`src/rtl/decrypt_core_pkg.sv`:
```
// Shared definitions for the decrypt core: FSM states, round constants and the
// round-key schedule used by both the decryptor and any matching encryptor.
package decrypt_core_pkg;

    typedef enum logic [1:0] {IDLE, RUN, DONE} state_t;

    localparam int         ROUNDS     = 11;
    localparam logic [3:0] LAST_ROUND = 4'(ROUNDS - 1);
    localparam logic [7:0] RC_ADD     = 8'h3C;
    localparam logic [7:0] XOR_A      = 8'hAA;
    localparam logic [7:0] XOR_B      = 8'h55;
    localparam logic [7:0] KEY_ADD    = 8'h1F;

    // Round key r derived from master key k; out-of-range r falls back to k.
    function automatic logic [7:0] key_of(input logic [7:0] k, input logic [3:0] r);
        logic [7:0] rk;
        case (r)
            4'd0:    rk = k;
            4'd1:    rk = {k[6:0], k[7]};
            4'd2:    rk = k ^ XOR_A;
            4'd3:    rk = {k[0], k[7:1]};
            4'd4:    rk = ~k;
            4'd5:    rk = k + KEY_ADD;
            4'd6:    rk = k - KEY_ADD;
            4'd7:    rk = {k[3:0], k[7:4]};
            4'd8:    rk = k ^ XOR_B;
            4'd9:    rk = {k[5:0], k[7:6]};
            4'd10:   rk = {k[6:0], k[7]};
            default: rk = k;
        endcase
        return rk;
    endfunction

endpackage

```
`src/rtl/decrypt_core_if.sv`:
```
// Handshake bundle for the decrypt core: ciphertext/key offer in, plaintext out.
interface decrypt_core_if;
    logic       in_valid;
    logic       in_ready;
    logic [7:0] in_data;
    logic [7:0] in_key;
    logic       out_valid;
    logic       out_ready;
    logic [7:0] out_data;
    logic       busy;

    modport master (
        output in_valid, in_data, in_key, out_ready,
        input  in_ready, out_valid, out_data, busy
    );

    modport slave (
        input  in_valid, in_data, in_key, out_ready,
        output in_ready, out_valid, out_data, busy
    );
endinterface

```
`src/rtl/decrypt_core_round.sv`:
```
// One combinational decrypt round: undo the add, undo the rotate-left, strip the key.
module decrypt_round
    import decrypt_core_pkg::*;
(
    input  logic [7:0] s_in,
    input  logic [7:0] key_r,
    output logic [7:0] s_out
);
    logic [7:0] diff;

    assign diff  = s_in - RC_ADD;
    assign s_out = {diff[0], diff[7:1]} ^ key_r;
endmodule

```
`src/rtl/decrypt_core.sv`:
```
// Iterative 11-round decryptor: accepts one byte in IDLE, runs rounds 10..0 one per
// clock, then holds the plaintext in DONE until the consumer takes it.
module decrypt_core
    import decrypt_core_pkg::*;
(
    input  logic          clk,
    input  logic          rst,
    decrypt_core_if.slave bus
);
    state_t     state, state_next;
    logic [7:0] s, key, key_r, s_round;
    logic [3:0] round;

    // Round key is recomputed from the latched master key every cycle.
    assign key_r = key_of(key, round);

    decrypt_round u_round (
        .s_in  (s),
        .key_r (key_r),
        .s_out (s_round)
    );

    always_comb begin
        state_next    = state;
        bus.in_ready  = 1'b0;
        bus.out_valid = 1'b0;
        bus.out_data  = 8'h00;
        bus.busy      = 1'b0;
        case (state)
            IDLE: begin
                bus.in_ready = 1'b1;
                if (bus.in_valid) state_next = RUN;
            end
            RUN: begin
                bus.busy = 1'b1;
                if (round == 4'd0) state_next = DONE;
            end
            DONE: begin
                bus.busy      = 1'b1;
                bus.out_valid = 1'b1;
                bus.out_data  = s;
                if (bus.out_ready) state_next = IDLE;
            end
            default: state_next = IDLE;
        endcase
    end

    always_ff @(posedge clk) begin
        if (rst) begin
            state <= IDLE;
            s     <= 8'h00;
            key   <= 8'h00;
            round <= 4'd0;
        end else begin
            state <= state_next;
            case (state)
                IDLE: begin
                    if (bus.in_valid) begin
                        s     <= bus.in_data;
                        key   <= bus.in_key;
                        round <= LAST_ROUND;
                    end
                end
                RUN: begin
                    s <= s_round;
                    if (round != 4'd0) round <= round - 4'd1;
                end
                default: ;
            endcase
        end
    end
endmodule

```
`src/flat_wrapper.sv`:
```
// flat-port wrapper written by rule: the top's interface ports become plain ports
module decrypt_core_flat import decrypt_core_pkg::*;
  (clk, rst, bus_in_valid, bus_in_data, bus_in_key, bus_out_ready, bus_in_ready, bus_out_valid, bus_out_data, bus_busy);
  decrypt_core_if bus_i ();
  input  logic clk;
  input  logic rst;
  input wire logic [$bits(bus_i.in_valid)-1:0] bus_in_valid;
  input wire logic [$bits(bus_i.in_data)-1:0] bus_in_data;
  input wire logic [$bits(bus_i.in_key)-1:0] bus_in_key;
  input wire logic [$bits(bus_i.out_ready)-1:0] bus_out_ready;
  output wire logic [$bits(bus_i.in_ready)-1:0] bus_in_ready;
  output wire logic [$bits(bus_i.out_valid)-1:0] bus_out_valid;
  output wire logic [$bits(bus_i.out_data)-1:0] bus_out_data;
  output wire logic [$bits(bus_i.busy)-1:0] bus_busy;
  assign bus_i.in_valid = bus_in_valid;
  assign bus_i.in_data = bus_in_data;
  assign bus_i.in_key = bus_in_key;
  assign bus_i.out_ready = bus_out_ready;
  assign bus_in_ready = bus_i.in_ready;
  assign bus_out_valid = bus_i.out_valid;
  assign bus_out_data = bus_i.out_data;
  assign bus_busy = bus_i.busy;
  decrypt_core u_core (.clk(clk), .rst(rst), .bus(bus_i));
endmodule
```
`config.mk`:
```
export PLATFORM = sky130hd
export DESIGN_NAME = decrypt_core_flat
export DESIGN_NICKNAME = d
export VERILOG_FILES = /design/src/rtl/decrypt_core_pkg.sv /design/src/rtl/decrypt_core_if.sv /design/src/rtl/decrypt_core_round.sv /design/src/rtl/decrypt_core.sv /design/src/flat_wrapper.sv
export SDC_FILE = /design/constraint.sdc
export NUM_CORES = 1
export LEC_CHECK = 0
export BUFFER_PORTS_ARGS = -buffer_cell sky130_fd_sc_hd__buf_2
export CAP_MARGIN = 20
export CORE_UTILIZATION = 37
export CTS_CLUSTER_DIAMETER = 40
export DETAILED_ROUTE_END_ITERATION = 7
export GPL_TIMING_DRIVEN = 1
export PLACE_DENSITY = 0.65
export SETUP_SLACK_MARGIN = 0.1
export SYNTH_ARGS = -nofsm -noshare
export SYNTH_HDL_FRONTEND = slang
export SYNTH_SLANG_ARGS = --single-unit
```
`constraint.sdc`:
```
create_clock -name clk -period 5 [get_ports clk]
set_input_delay 0.25 -clock clk [delete_from_list [all_inputs] [get_ports clk]]
set_output_delay 0.25 -clock clk [all_outputs]
set_load 0.01 [all_outputs]
```
; Yosys cells after proc, flatten, opt, wreduce, memory -nomap -nowiden
; Index checks and enable logic that the tools add are counted.
[totals]
ff_bits = 22
input_bits = 20
elab_cells = 52
[classes]
add_sub_neg = 4
eq_ne = 16
muxes = 14
bitwise_logic = 4
n_reduce_logical = 10
[ops]
columns = op, count
row1 = 8-bit one-hot mux with 9 select lines, 1
row2 = 4-bit by 3-bit == test with 1-bit output (second input constant), 4
row3 = 8-bit two-way mux, 2
row4 = 8-bit one-hot mux with 2 select lines, 1
row5 = 4-bit == test (second input constant), 3
row6 = 8-bit by 5-bit adder with 8-bit output (second input constant), 1
row7 = 4-bit by 2-bit == test with 1-bit output (second input constant), 2
row8 = 4-bit two-way mux, 2
row9 = 4-bit NOT, 2
row10 = 8-bit NOT, 1
row11 = 4-bit one-hot mux with 2 select lines, 1
row12 = 8-bit by 5-bit subtractor with 8-bit output (second input constant), 1
row13 = 8-bit by 6-bit subtractor with 8-bit output (second input constant), 1
row14 = 8-bit bitwise XOR, 1
row15 = 2-bit two-way mux, 3
row16 = 2-bit one-hot mux with 3 select lines, 1
row17 = 3-bit AND reduction, 2
row18 = 4-bit by 1-bit == test with 1-bit output (second input constant), 1
row19 = 4-bit logical NOT, 1
row20 = 2-bit by 1-bit inequality test with 1-bit output (second input constant), 2
row21 = 2-bit inequality test (second input constant), 2
row22 = 2-bit AND reduction, 2
row23 = 4-bit nonzero test, 1
row24 = 2-bit OR reduction, 2
row25 = other kinds (6), 8

; Depth between registers and ports, before layout
; Gate-level depths: netlist (run 1).
[depth]
ltp_word = 5
ltp_mapped = 13

; Hierarchy
; Synthesis (run 1) repeated with hierarchy kept, for this count alone.
[unflattened]
hier_cells = 273
area_unflattened_um2 = 2057.0
[modules_own_cells]
columns = mod, instances, cells_per_inst, area_each_um2, seq_area_each_um2
row1 = decrypt_core, 1, 257, 1920.6, 440.4
row2 = decrypt_round, 1, 16, 136.4, 0.0

; Worst setup path after synthesis (run 1)
; No wires, ideal clock.
[synth_timing]
path_type = reg-to-reg
start = register u_core.round[0]
end = register u_core.s[7]
t_arrival_ps = 2871
required_time_ps = 4897
slack_ps = 2026
path_stages_with_launch = 13
n_path_buf = 1
cell_sequence = dfxtp_1 > inv_1 > ha_1 > buf_2 > nand3b_1 > ha_1 > a211oi_4 > o21ai_2 > a2111o_1 > a211oi_2 > nor3b_1 > xor2_1 > a2111oi_2
[synth_between]
elab_chain_cells = 5
elab_cells_between_ends = 14
[synth_rtl]
columns = item, line
row1 = "start, declared", decrypt_core.sv:12  ; logic [3:0] round;
row2 = "start signal, assigned", decrypt_core.sv:66  ; if (round != 4'd0) round <= round - 4'd1;
row3 = 4-bit by 1-bit == test with 1-bit output or 4-bit == test (tied branches), decrypt_core_pkg.sv:17  ; case (r)
row4 = 2-bit OR reduction (no source line), n/a
row5 = 8-bit one-hot mux with 9 select lines *, decrypt_core_pkg.sv:17
row6 = 8-bit bitwise XOR *, decrypt_core_round.sv:12  ; assign s_out = {diff[0], diff[7:1]} ^ key_r;
row7 = 8-bit one-hot mux with 2 select lines *, decrypt_core.sv:56  ; case (state)
row8 = "end signal, assigned", decrypt_core.sv:59  ; s <= bus.in_data;
row9 = "end signal, assigned", decrypt_core.sv:65  ; s <= s_round;
row10 = "end, declared", decrypt_core.sv:11  ; logic [7:0] s, key, key_r, s_round;
; Mark *: on every way between the ends. The rest lies on a longest branch, timed or not.
; A chain may end at the register's enable or synchronous reset.

; Final worst setup path (run 1)
[layout_timing]
start = register u_core.round[2]
end = register u_core.s[7]
; Same word-level chain as after synthesis.

==> Implementation_results.wiki, run 1 <==
{| class="wikitable"
! Metric !! Value
|-
| Outcome || finished, final reports clean
|-
| R2R Setup Slk || ~1.4 ns
|-
| Area of the mapped netlist || 2200 um2
|-
| Reg2Reg Capture Point || u_core.s[7]
|-
| Critical path arrival || 3.74 ns
|-
| Die footprint || approximately 6200 um2
|-
| P&R area growth vs syn || 8.09%
|-
| Antenna fix cells || 0
|-
| Peak supply drop || approximately 0.00019 V
|-
| DRC marker count from the first detailed-route iteration || between 300 and 400
|-
| Setup skew after layout || 0.00366 ns
|-
| Die Wd || just under 80 um
|-
| Sequential share of the synthesized area || roughly a fifth
|-
| Most common flop cell mapped by yosys || dfxtp_1
|-
| Weighted congestion at the end of routability-driven global placement || 0.868
|-
| Type of origin of the critical path || register
|-
| Reported max-cap violation count || 0
|-
| Buffers inserted during post-CTS setup optimization || 0
|-
| Placeable core region || approximately 5600 um2
|-
| Total half-perimeter wirelength after legalization and detailed placement || 4340 um
|-
| TritonCTS Sinks || 22
|-
| Nets || around 350
|-
| Worst-case reg-to-reg path depth || 9
|-
| Resize count post-CTS || 0
|-
| Final Max Tran Viols || 0
|-
| Pre-antenna DRT Iters || 5
|-
| Count of H-tree levels built during CTS || 1
|-
| Top fanout value on the critical path || 31
|-
| Total of hold buffers inserted after clock tree synthesis || 0
|-
| Clock transition at the register clock pins on the worst setup and hold paths after CTS || roughly 0.08 ns
|-
| Y dimension of the die || 79.0 um
|-
| Distinct cells, synth || 62
|-
| Total I/O pin count || 31
|-
| Crit path from || u_core.round[2]
|-
| Worst Tran Pin Value || between 0.9 and 1 ns
|-
| Synthesized Nets || ~330
|-
| Worst rel slew slack || roughly 37%
|-
| Path category of the worst min-delay check || in2reg
|-
| Synth area leaders || dfxtp_1 (20%), ha_1 (6.8%), nand2_1 (6.5%)
|-
| DR vias || 2284
|-
| Antenna violations before repair || 0
|-
| Detail Route Antenna Nets || 0
|-
| Number of enable flip-flop cells after synthesis || 0
|-
| Total number of yosys warnings || 0
|-
| TritonCTS buffer count || 3
|-
| Site row count || 27
|-
| Time the worst path needs with I/O delays and setup || approximately 3.6 ns
|-
| Total negative slack for setup checks || 0 ns
|-
| Stages on the worst setup path || 9
|-
| Insertion delay to the later sink of the worst-skew pair || 0.26 ns
|-
| Final Total Pwr || between 0.9 and 1 mW
|-
| Highest clock rate || between 200 and 300 MHz
|-
| Share of post-route cells with drive strength above 1 || a little over an eighth
|-
| Hold Path Cell Cnt || 3
|-
| DRC violation count after routing || 0
|-
| Routed wirelength normalized by instance count || ~16 um
|-
| Number of global-route vias before repair || 2013
|-
| Gate family responsible for the most delay along the worst path || compound AO/OA/AOI/OAI gates
|-
| Unrepaired setup endpoints after global routing || false
|-
| Leading cell types by count after synthesis || nand2_1 (38), a21oi_1 (28), dfxtp_1 (22), nor2_1 (19), inv_1 (15)
|-
| Area share of the largest cell type after synthesis || between 20% and 30%
|-
| Number of failing hold endpoints at the final stage || 0
|-
| Slowest library cell on the worst path || dfxtp_1
|-
| Total setup violations reported at the end of the flow || 0
|-
| Total congestion overflow after global routing || 0
|-
| Crit path to || u_core.s[7]
|-
| Cells along the critical path || nand3b_1 -> ha_1 -> a211oi_4 -> o21ai_2 -> a2111o_1 -> a211oi_2 -> nor3b_1 -> xor2_1 -> a2111oi_2
|-
| Register area || about 440 um2
|-
| Required time of the worst setup path || between 5 and 6 ns
|-
| Dominant cell type by area after synthesis || dfxtp_1
|-
| Final Routed Wirelength || between 5000 and 6000 um
|-
| Longest individual stage delay on the worst path || 0.94 ns
|-
| Setup crit end kind || register
|-
| Share of synthesized flip-flops with an asynchronous set or reset || 0%
|-
| Power per standard cell area || 389 nW/um2
|-
| Worst-case clock buffer depth || 2
|-
| Post-layout instance count excluding filler cells || approximately 380
|-
| Wire length of the first global-routing pass || between 9000 and 10000 um
|-
| Synth Register Bits || 22
|-
| Average cell area after synthesis || roughly 7.3 um2
|-
| Number of port buffers || 30
|-
| Fill cells || between 600 and 700
|-
| Starting Density || 39.2%
|-
| Leading cell type by number of instances after synthesis || nand2_1
|-
| Critical path class || reg2reg
|-
| Fin crit share || between 70% and 80%
|-
| Largest net degree at the start of global routing || 32
|-
| Leakage power figure || ~0.9 nW
|-
| CTS tree || done
|-
| Number of buffer and inverter stages on the critical path || 0
|-
| Post-synthesis instance total || 300
|-
| Root cell of the clock tree || clkbuf_8
|-
| Vias per cell || ~5.9
|-
| Global routing usage summed across all routing layers || approximately a fifth
|-
| Area used by multi-input combinational logic || around 1600 um2
|-
| Placed Cells incl. Taps || between 300 and 400
|-
| Reg2reg start || u_core.round[2]
|}
## final cells by class
cell class | instances | share of cell area, %
Multi-Input combinational cell | 242 | 67.2
Sequential cell | 22 | 18.6
Timing Repair Buffer | 30 | 6.33
Tap cell | 72 | 3.80
Inverter | 15 | 2.37
Clock buffer | 3 | 1.74
## cell usage in the layout, fill, tap and decap left out, types with 7 or more instances in the layout
cell	count
nor3_1	8
a211oi_1	7
nand2b_1	7
and2_1	9
ha_1	12
nor2_1	19
a21oi_1	28
nand3_1	13
xnor2_1	10
buf_2	30
dfxtp_1	22
nand2_1	38
inv_1	15
## worst reg2reg max path: stages (launching register included)
cell and delay [ns]:
dfxtp_1 0.94, nand3b_1 0.46, ha_1 0.46, a211oi_4 0.29, o21ai_2 0.12, a2111o_1 0.40
a211oi_2 0.22, nor3b_1 0.09, xor2_1 0.15, a2111oi_2 0.35
## cell families after synthesis
family,count (synthesis),share of synthesized area [%]
XOR/XNOR,14,5.58
AND/OR/NAND/NOR,117,26.5
AO/OA/AOI/OAI,92,30.1
buffers and inverters,36,7.29
multiplexers,6,2.74
adder cells (fa/ha/maj),13,7.75
flip-flops,22,20.1
## worst min path at each step
stage / from / slack [ns] / to
4_1_cts: bus_in_key[5] / 0.21 / u_core.key[5]
5_1_grt: bus_in_key[5] / 0.22 / u_core.key[5]
3_5_place_dp: bus_in_key[5] / 0.50 / u_core.key[5]
2_1_floorplan: rst / 0.35 / u_core.s[1]
6_report: bus_in_key[5] / 0.22 / u_core.key[5]
3_3_place_gp: bus_in_key[5] / 0.49 / u_core.key[5]
## through the flow
step,hold WS (ns),setup WS (ns),util (%),area (um2)
6_report,0.219,1.42,42.3,2370
5_1_grt,0.218,1.14,42.3,2370
4_1_cts,0.212,1.45,42.3,2370
3_5_place_dp,0.496,1.47,41.6,2330
3_3_place_gp,0.494,1.49,41.6,2330
2_1_floorplan,0.351,2.03,-,2200
## where the power goes
group          switching (mW)  leakage [nW]  internal, mW
Combinational           0.305         0.707         0.215
Sequential             0.0825         0.181         0.208
Clock                  0.0584        0.0216        0.0538
## state kept, by name (all words and copies together) (netlist names)
name	count
u_core.state	2
u_core.round	4
u_core.key	8
u_core.s	8
## per-layer routing
layer	global-route usage, %	vias up	wire length (um)
met3	2.76	17	385
met1	26.5	1045	2780
li1	-	1117	-
met2	30.3	105	2650
met4	7.82	0	175
met5	0	-	0
Power figures use the tool's default switching activity.
==> run 2: changes to the inputs <==
ABC_AREA = 1   (was not set)
clock period = 3.6 ns   (was 5 ns; I/O delays follow)
==> run 2 against run 1 <==
First-iteration DRC count fell by 52%. Worst hold slack got worse by 0.029 ns. Critical endpoint is now u_core.s[6]. Via count rose by 3.4%. Global-route usage rose by 1.1 points. Critical path type unchanged.
==> Implementation_results.wiki, run 2 <==
{| class="wikitable"
! Metric !! Value
|-
| Fin crit share || around 74%
|-
| Time the worst path needs with I/O delays and setup || 2.67 ns
|-
| Y dimension of the die || 77.1 um
|-
| Share of synthesized flip-flops with an asynchronous set or reset || 0%
|-
| Worst-case clock buffer depth || 2
|-
| Number of global-route vias before repair || ~2200
|-
| Commonest cells after routing, fill and taps aside || nand2_1 (107), inv_1 (50), nor2_1 (37), nand3_1 (34), buf_2 (30)
|-
| Biggest regs || u_core.key (8), u_core.s (8), u_core.round (4)
|-
| Routed wirelength normalized by instance count || roughly 13 um
|-
| Outcome || finished, final reports clean
|-
| Die Wd || between 70 and 80 um
|-
| Count of H-tree levels built during CTS || 1
|-
| Peak supply drop || ~0.00046 V
|-
| Most Frequent Cell on Critical Path || nand2_1
|-
| Starting Density || approximately two fifths
|-
| Total half-perimeter wirelength after legalization and detailed placement || 4550 um
|-
| Reported max-cap violation count || 0
|-
| TritonCTS buffer count || 3
|-
| Unrepaired setup endpoints after global routing || false
|-
| Area share of the largest cell type after synthesis || 21.1%
|-
| Antenna fix cells || 0
|-
| Most common library cell in the layout ignoring fill and taps || nand2_1
|-
| Leading cell types by count after synthesis || nand2_1 (107), inv_1 (50), nor2_1 (37), nand3_1 (34), a21oi_1 (29)
|-
| Sequential share of the synthesized area || a little over a fifth
|-
| Longest individual stage delay on the worst path || ~0.41 ns
|-
| Placeable core region || about 5300 um2
|-
| Slowest library cell on the worst path || fa_1
|-
| CTS tree || done
|-
| Final Max Tran Viols || 0
|-
| Gate family responsible for the most delay along the worst path || simple AND/OR/NAND/NOR gates
|-
| Synth Register Bits || 22
|-
| Wire length of the first global-routing pass || about 10000 um
|-
| Final Routed Wirelength || 5770 um
|-
| Synth area leaders || dfxtp_1 (21%), nand2_1 (19%), inv_1 (9.0%)
|-
| Global routing usage summed across all routing layers || 20.5%
|-
| Area of the mapped netlist || roughly 2100 um2
|-
| DRC violation count after routing || 0
|-
| Detail Route Antenna Nets || 0
|-
| Leakage power figure || 1.22 nW
|-
| Synthesized Nets || 393
|-
| P&R area growth vs syn || 14.1%
|-
| Number of failing hold endpoints at the final stage || 0
|-
| Total setup violations reported at the end of the flow || 0
|-
| Total negative slack for setup checks || 0 ns
|-
| Vias per cell || 5.14
|-
| Leading cell type by number of instances after synthesis || nand2_1
|-
| Number of buffer and inverter stages on the critical path || 3
|-
| DR vias || about 2400
|-
| Clock transition at the register clock pins on the worst setup and hold paths after CTS || approximately 0.09 ns
|-
| Number of port buffers || 30
|-
| Root cell of the clock tree || clkbuf_8
|-
| Distinct cells, synth || 29
|-
| Total of hold buffers inserted after clock tree synthesis || 0
|-
| Most common flop cell mapped by yosys || dfxtp_1
|-
| Resize count post-CTS || 0
|-
| Total number of yosys warnings || 0
|-
| Antenna violations before repair || 0
|-
| Cells along the critical path || inv_1 -> ha_1 -> nand3_1 -> inv_2 -> fa_1 -> inv_1 -> nand3_1 -> nand2_1 -> nand2_1 -> nand3b_1 -> nand2_1 -> nand2_1 -> nand3_1 -> nand2_1 -> nand2_1 -> nand2_1 -> nand3_1 -> nand2_1 -> a21oi_1
|-
| Setup skew after layout || 0.0105 ns
|-
| Post-synthesis instance total || 360
|-
| Worst Tran Pin Value || between 0.5 and 0.6 ns
|-
| Site row count || 26
|-
| Top fanout value on the critical path || 9
|-
| Die footprint || 5950 um2
|-
| Weighted congestion at the end of routability-driven global placement || just over 0.9
|-
| Worst rel slew slack || between 60% and 70%
|-
| Nets || between 400 and 500
|-
| Setup crit end kind || register
|-
| Type of origin of the critical path || register
|-
| Highest clock rate || roughly 370 MHz
|-
| TritonCTS Sinks || 22
|-
| Power per standard cell area || roughly 900 nW/um2
|-
| DRC marker count from the first detailed-route iteration || roughly 150
|-
| Number of enable flip-flop cells after synthesis || 0
|-
| Required time of the worst setup path || roughly 3.8 ns
|-
| Critical path class || reg2reg
|-
| Share of post-route cells with drive strength above 1 || between 10% and 20%
|-
| Dominant cell type by area after synthesis || dfxtp_1
|-
| Average cell area after synthesis || 5.80 um2
|-
| Critical path arrival || approximately 2.8 ns
|-
| Largest net degree at the start of global routing || 19
|-
| Total congestion overflow after global routing || 0
|-
| Path category of the worst min-delay check || in2reg
|-
| Total I/O pin count || 31
|-
| Insertion delay to the later sink of the worst-skew pair || about 0.27 ns
|-
| Pre-antenna DRT Iters || 5
|-
| Buffers inserted during post-CTS setup optimization || 0
|-
| Final Total Pwr || 2.09 mW
|}
## run 2: cell count changes in the layout (fill, tap and decap cells not counted), moves of 7 or more
cell      delta
and2_1       -9
inv_1       +35
nand2_1     +69
nand2b_1     -7
nand3_1     +21
nor2_1      +18
o21ai_0     +17
xnor2_1     -10
## run 2: final cells by class
cell class | instances | area, um2
clock inverter | 1 | 30.0
timing repair buffer | 32 | 165
multi-input combinational | 277 | 1410
tap | 70 | 87.6
fill | 600 | 2890
clock buffer | 3 | 41.3
inverter | 54 | 203
sequential | 22 | 440
## run 2: path summary, 6_finish.rpt
check | cells past startpoint | from | to | slack (ns)
min | 3 | bus_in_key[2] | u_core.key[2] | 0.19
min reg2reg | 2 | u_core.s[6] | u_core.s[6] | 0.49
max reg2reg | 19 | u_core.round[0] | u_core.s[6] | 0.93
max | 19 | u_core.round[0] | u_core.s[6] | 0.93
## run 2: cells by family (layout without fill, tap and decap cells)
group                      count (synthesis)  in the layout  synth area share (%)
buffers and inverters                     61             90                  11.2
and+or+nand+nor                          191            191                  38.7
xor gates and xnor gates                   5              5                  2.10
AOI/OAI and AO/OA                         68             68                  18.8
DFF                                       22             22                  21.1
adders and majority gates                 13             13                  8.15
## run 2: worst reg2reg max path, stage by stage, from the launching register on
cell and delay, ns:
dfxtp_1 0.38, inv_1 0.10, ha_1 0.24, nand3_1 0.33, inv_2 0.12, fa_1 0.41
inv_1 0.08, nand3_1 0.07, nand2_1 0.12, nand2_1 0.06, nand3b_1 0.10, nand2_1 0.06
nand2_1 0.05, nand3_1 0.06, nand2_1 0.10, nand2_1 0.06, nand2_1 0.05, nand3_1 0.06
nand2_1 0.07, a21oi_1 0.05
## run 2: through the flow
step                hold slack [ns]  cell area (um2)  utilization (%)  setup slack (ns)  instances
global route                  0.199             2380             45.2             0.593        459
global placement              0.466             2310             43.8              1.01        455
finish                        0.190             2380             45.2             0.932        459
CTS                           0.190             2380             45.2             0.938        459
floorplan                     0.258             2090                -              1.25        360
detailed placement            0.464             2310             43.8             0.933        455
## run 2: metal layers
layer	vias to the layer above	global-route usage, %	routed length [um]
met5	-	0	0
met4	0	6.04	129
met3	13	1.90	273
met2	66	35.4	2690
met1	1055	26.8	2680
li1	1227	-	-
## run 2: report_power, final
group | internal (mW) | switching, mW | total (mW)
clock network | 0.149 | 0.0882 | 0.237
logic | 0.485 | 0.918 | 1.40
registers | 0.332 | 0.115 | 0.447
total | 0.966 | 1.12 | 2.09
==> run 3: changes to the inputs <==
clock period = 2.7 ns   (was 3.6 ns; I/O delays follow)
==> run 3 against run 2 <==
Wire length is 2.4% lower. Flip-flop and latch count stayed put. Count of clock-buffer cells in the layout stayed put. Via count is 0.93% lower. Die area stayed put. Largest power group unchanged. Sequential share of layout area is 0.19 points lower. Largest cell class unchanged.
==> Implementation_results.wiki, run 3 (same netlist as run 2, synthesis figures left out) <==
{| class="wikitable"
! Metric !! Value
|-
| Site row count || 26
|-
| TritonCTS buffer count || 3
|-
| Total setup violations reported at the end of the flow || 0
|-
| Setup skew after layout || 0.00534 ns
|-
| Worst-case clock buffer depth || 2
|-
| Required time of the worst setup path || approximately 2.9 ns
|-
| Fin crit share || between 80% and 90%
|-
| Total congestion overflow after global routing || 0
|-
| CTS tree || done
|-
| Placeable core region || 5270 um2
|-
| Routing usage on met1 || 26.0%
|-
| Number of global-route vias before repair || 2064
|-
| Die Wd || 77.1 um
|-
| Time the worst path needs with I/O delays and setup || 2.33 ns
|-
| Wire length of the first global-routing pass || between 9000 and 10000 um
|-
| Post-layout util || 45.8%
|-
| Detail Route Antenna Nets || 0
|-
| Vias per cell || 5.07
|-
| TritonCTS Sinks || 22
|-
| Register area || approximately 440 um2
|-
| Critical path arrival || ~2.5 ns
|-
| Critical path class || reg2reg
|-
| DRC marker count from the first detailed-route iteration || about 150
|-
| Insertion delay to the later sink of the worst-skew pair || between 0.2 and 0.3 ns
|-
| Setup crit end kind || register
|-
| Highest clock rate || between 400 and 500 MHz
|-
| Slowest library cell on the worst path || dfxtp_1
|-
| Area used by multi-input combinational logic || between 1000 and 1500 um2
|-
| Most Frequent Cell on Critical Path || nand2_1
|-
| Biggest regs || u_core.key (8), u_core.s (8), u_core.round (4)
|-
| Count of H-tree levels built during CTS || 1
|-
| Top fanout value on the critical path || 8
|-
| Total I/O pin count || 31
|-
| Longest individual stage delay on the worst path || around 0.50 ns
|-
| Routed wirelength normalized by instance count || around 12 um
|-
| Worst rel slew slack || 61.4%
|-
| P&R area growth vs syn || 15.6%
|-
| Outcome || finished, final reports clean
|-
| Weighted congestion at the end of routability-driven global placement || 0.946
|-
| Die footprint || 5950 um2
|-
| Final Routed Wirelength || approximately 5600 um
|-
| Leakage power figure || ~1.2 nW
|-
| Starting Density || 39.6%
|-
| Fill cells || ~590
|-
| Antenna violations before repair || 0
|-
| Total negative slack for setup checks || 0 ns
|-
| Pre-antenna DRT Iters || 4
|-
| DR vias || approximately 2300
|-
| Number of failing hold endpoints at the final stage || 0
|-
| Cells along the critical path || inv_1 -> nand3_4 -> inv_2 -> fa_1 -> inv_1 -> nand3_1 -> nand2_1 -> nand2_1 -> nand3b_1 -> nand2_1 -> nand2_1 -> nand3_1 -> nand2_1 -> nand2_1 -> nand2_1 -> nand3_1 -> nand2_1 -> a21oi_1
|-
| Global routing usage summed across all routing layers || 19.8%
|-
| Clock transition at the register clock pins on the worst setup and hold paths after CTS || 0.09 ns
|-
| Path category of the worst min-delay check || in2reg
|-
| Fraction of met3 tracks used by global routing || around 2.6%
|-
| Final Max Tran Viols || 0
|-
| Antenna fix cells || 0
|-
| Commonest cells after routing, fill and taps aside || nand2_1 (107), inv_1 (50), nor2_1 (37), nand3_1 (33), buf_2 (30)
|-
| Reported max-cap violation count || 0
|-
| Largest net degree at the start of global routing || 24
|-
| Type of origin of the critical path || register
|-
| Buffers inserted during post-CTS setup optimization || 0
|-
| Number of port buffers || 30
|-
| Y dimension of the die || between 70 and 80 um
|-
| Total half-perimeter wirelength after legalization and detailed placement || approximately 4400 um
|-
| Most used routing layer in global routing || met2
|-
| Met2 track demand over resource || 33.7%
|-
| Share of post-route cells with drive strength above 1 || 12.8%
|-
| Unrepaired setup endpoints after global routing || false
|-
| Nets || around 430
|-
| Peak supply drop || between 0.0005 and 0.0006 V
|-
| Power per standard cell area || approximately 1100 nW/um2
|-
| Most common library cell in the layout ignoring fill and taps || nand2_1
|-
| Worst Tran Pin Value || a little under 0.6 ns
|-
| Root cell of the clock tree || clkbuf_8
|-
| DRC violation count after routing || 0
|}
run 3: critical path: cells and delay by family, from the launching register on:
family,cells,cell delay [ns]
and+or+nand+nor,13,0.95
DFF,1,0.50
adders and majority gates,1,0.40
buffers and inverters,3,0.32
AOI/OAI and AO/OA,1,0.05
run 3: cell type report:
cell class | instances | area share (%)
clock inverter | 1 | 1.24
tap | 70 | 3.63
timing repair buffer | 34 | 7.47
clock buffer | 3 | 1.71
inverter | 54 | 8.40
sequential | 22 | 18.3
multi-input combinational | 277 | 59.2
run 3: final timing paths:
kind | from | slack (ns) | endpoint | depth (start not counted)
min | bus_in_key[7] | 0.14 | u_core.key[7] | 3
max | u_core.round[3] | 0.37 | u_core.s[6] | 18
min reg2reg | u_core.round[0] | 0.49 | u_core.round[0] | 2
max reg2reg | u_core.round[3] | 0.37 | u_core.s[6] | 18
run 3: timing repair:
action,in CTS,in global routing
hold buffers,0,0
endpoints found under the setup margin,0,6
gates resized for setup,0,4
run 3: per-stage QoR:
stage | setup slack [ns] | hold WS, ns | cell area [um2] | std cells | total power, mW
2_1_floorplan | 0.354 | 0.213 | 2090 | 360 | 2.02
3_3_place_gp | 0.266 | 0.423 | 2320 | 457 | 2.42
3_5_place_dp | 0.165 | 0.423 | 2320 | 457 | 2.43
4_1_cts | 0.136 | 0.132 | 2400 | 461 | 2.76
5_1_grt | 0.109 | 0.162 | 2410 | 461 | 3.12
6_report | 0.369 | 0.139 | 2410 | 461 | 2.77
run 3: layer usage:
layer / share of wire [%] / vias to the layer above / routed length, um
met4: 1.3 / 0 / 72
met5: 0 / - / 0
met1: 48 / 1057 / 2690
met2: 47 / 42 / 2640
met3: 4.1 / 7 / 229
li1: - / 1233 / -
run 3: power breakdown:
| part | leakage [nW] | switching [mW] | total, mW | internal [mW] |
|---|---|---|---|---|
| Clock | 0.0357 | 0.123 | 0.322 | 0.199 |
| Sequential | 0.182 | 0.160 | 0.604 | 0.444 |
| Combinational | 1.01 | 1.19 | 1.84 | 0.655 |
| Total | 1.23 | 1.47 | 2.77 | 1.30 |
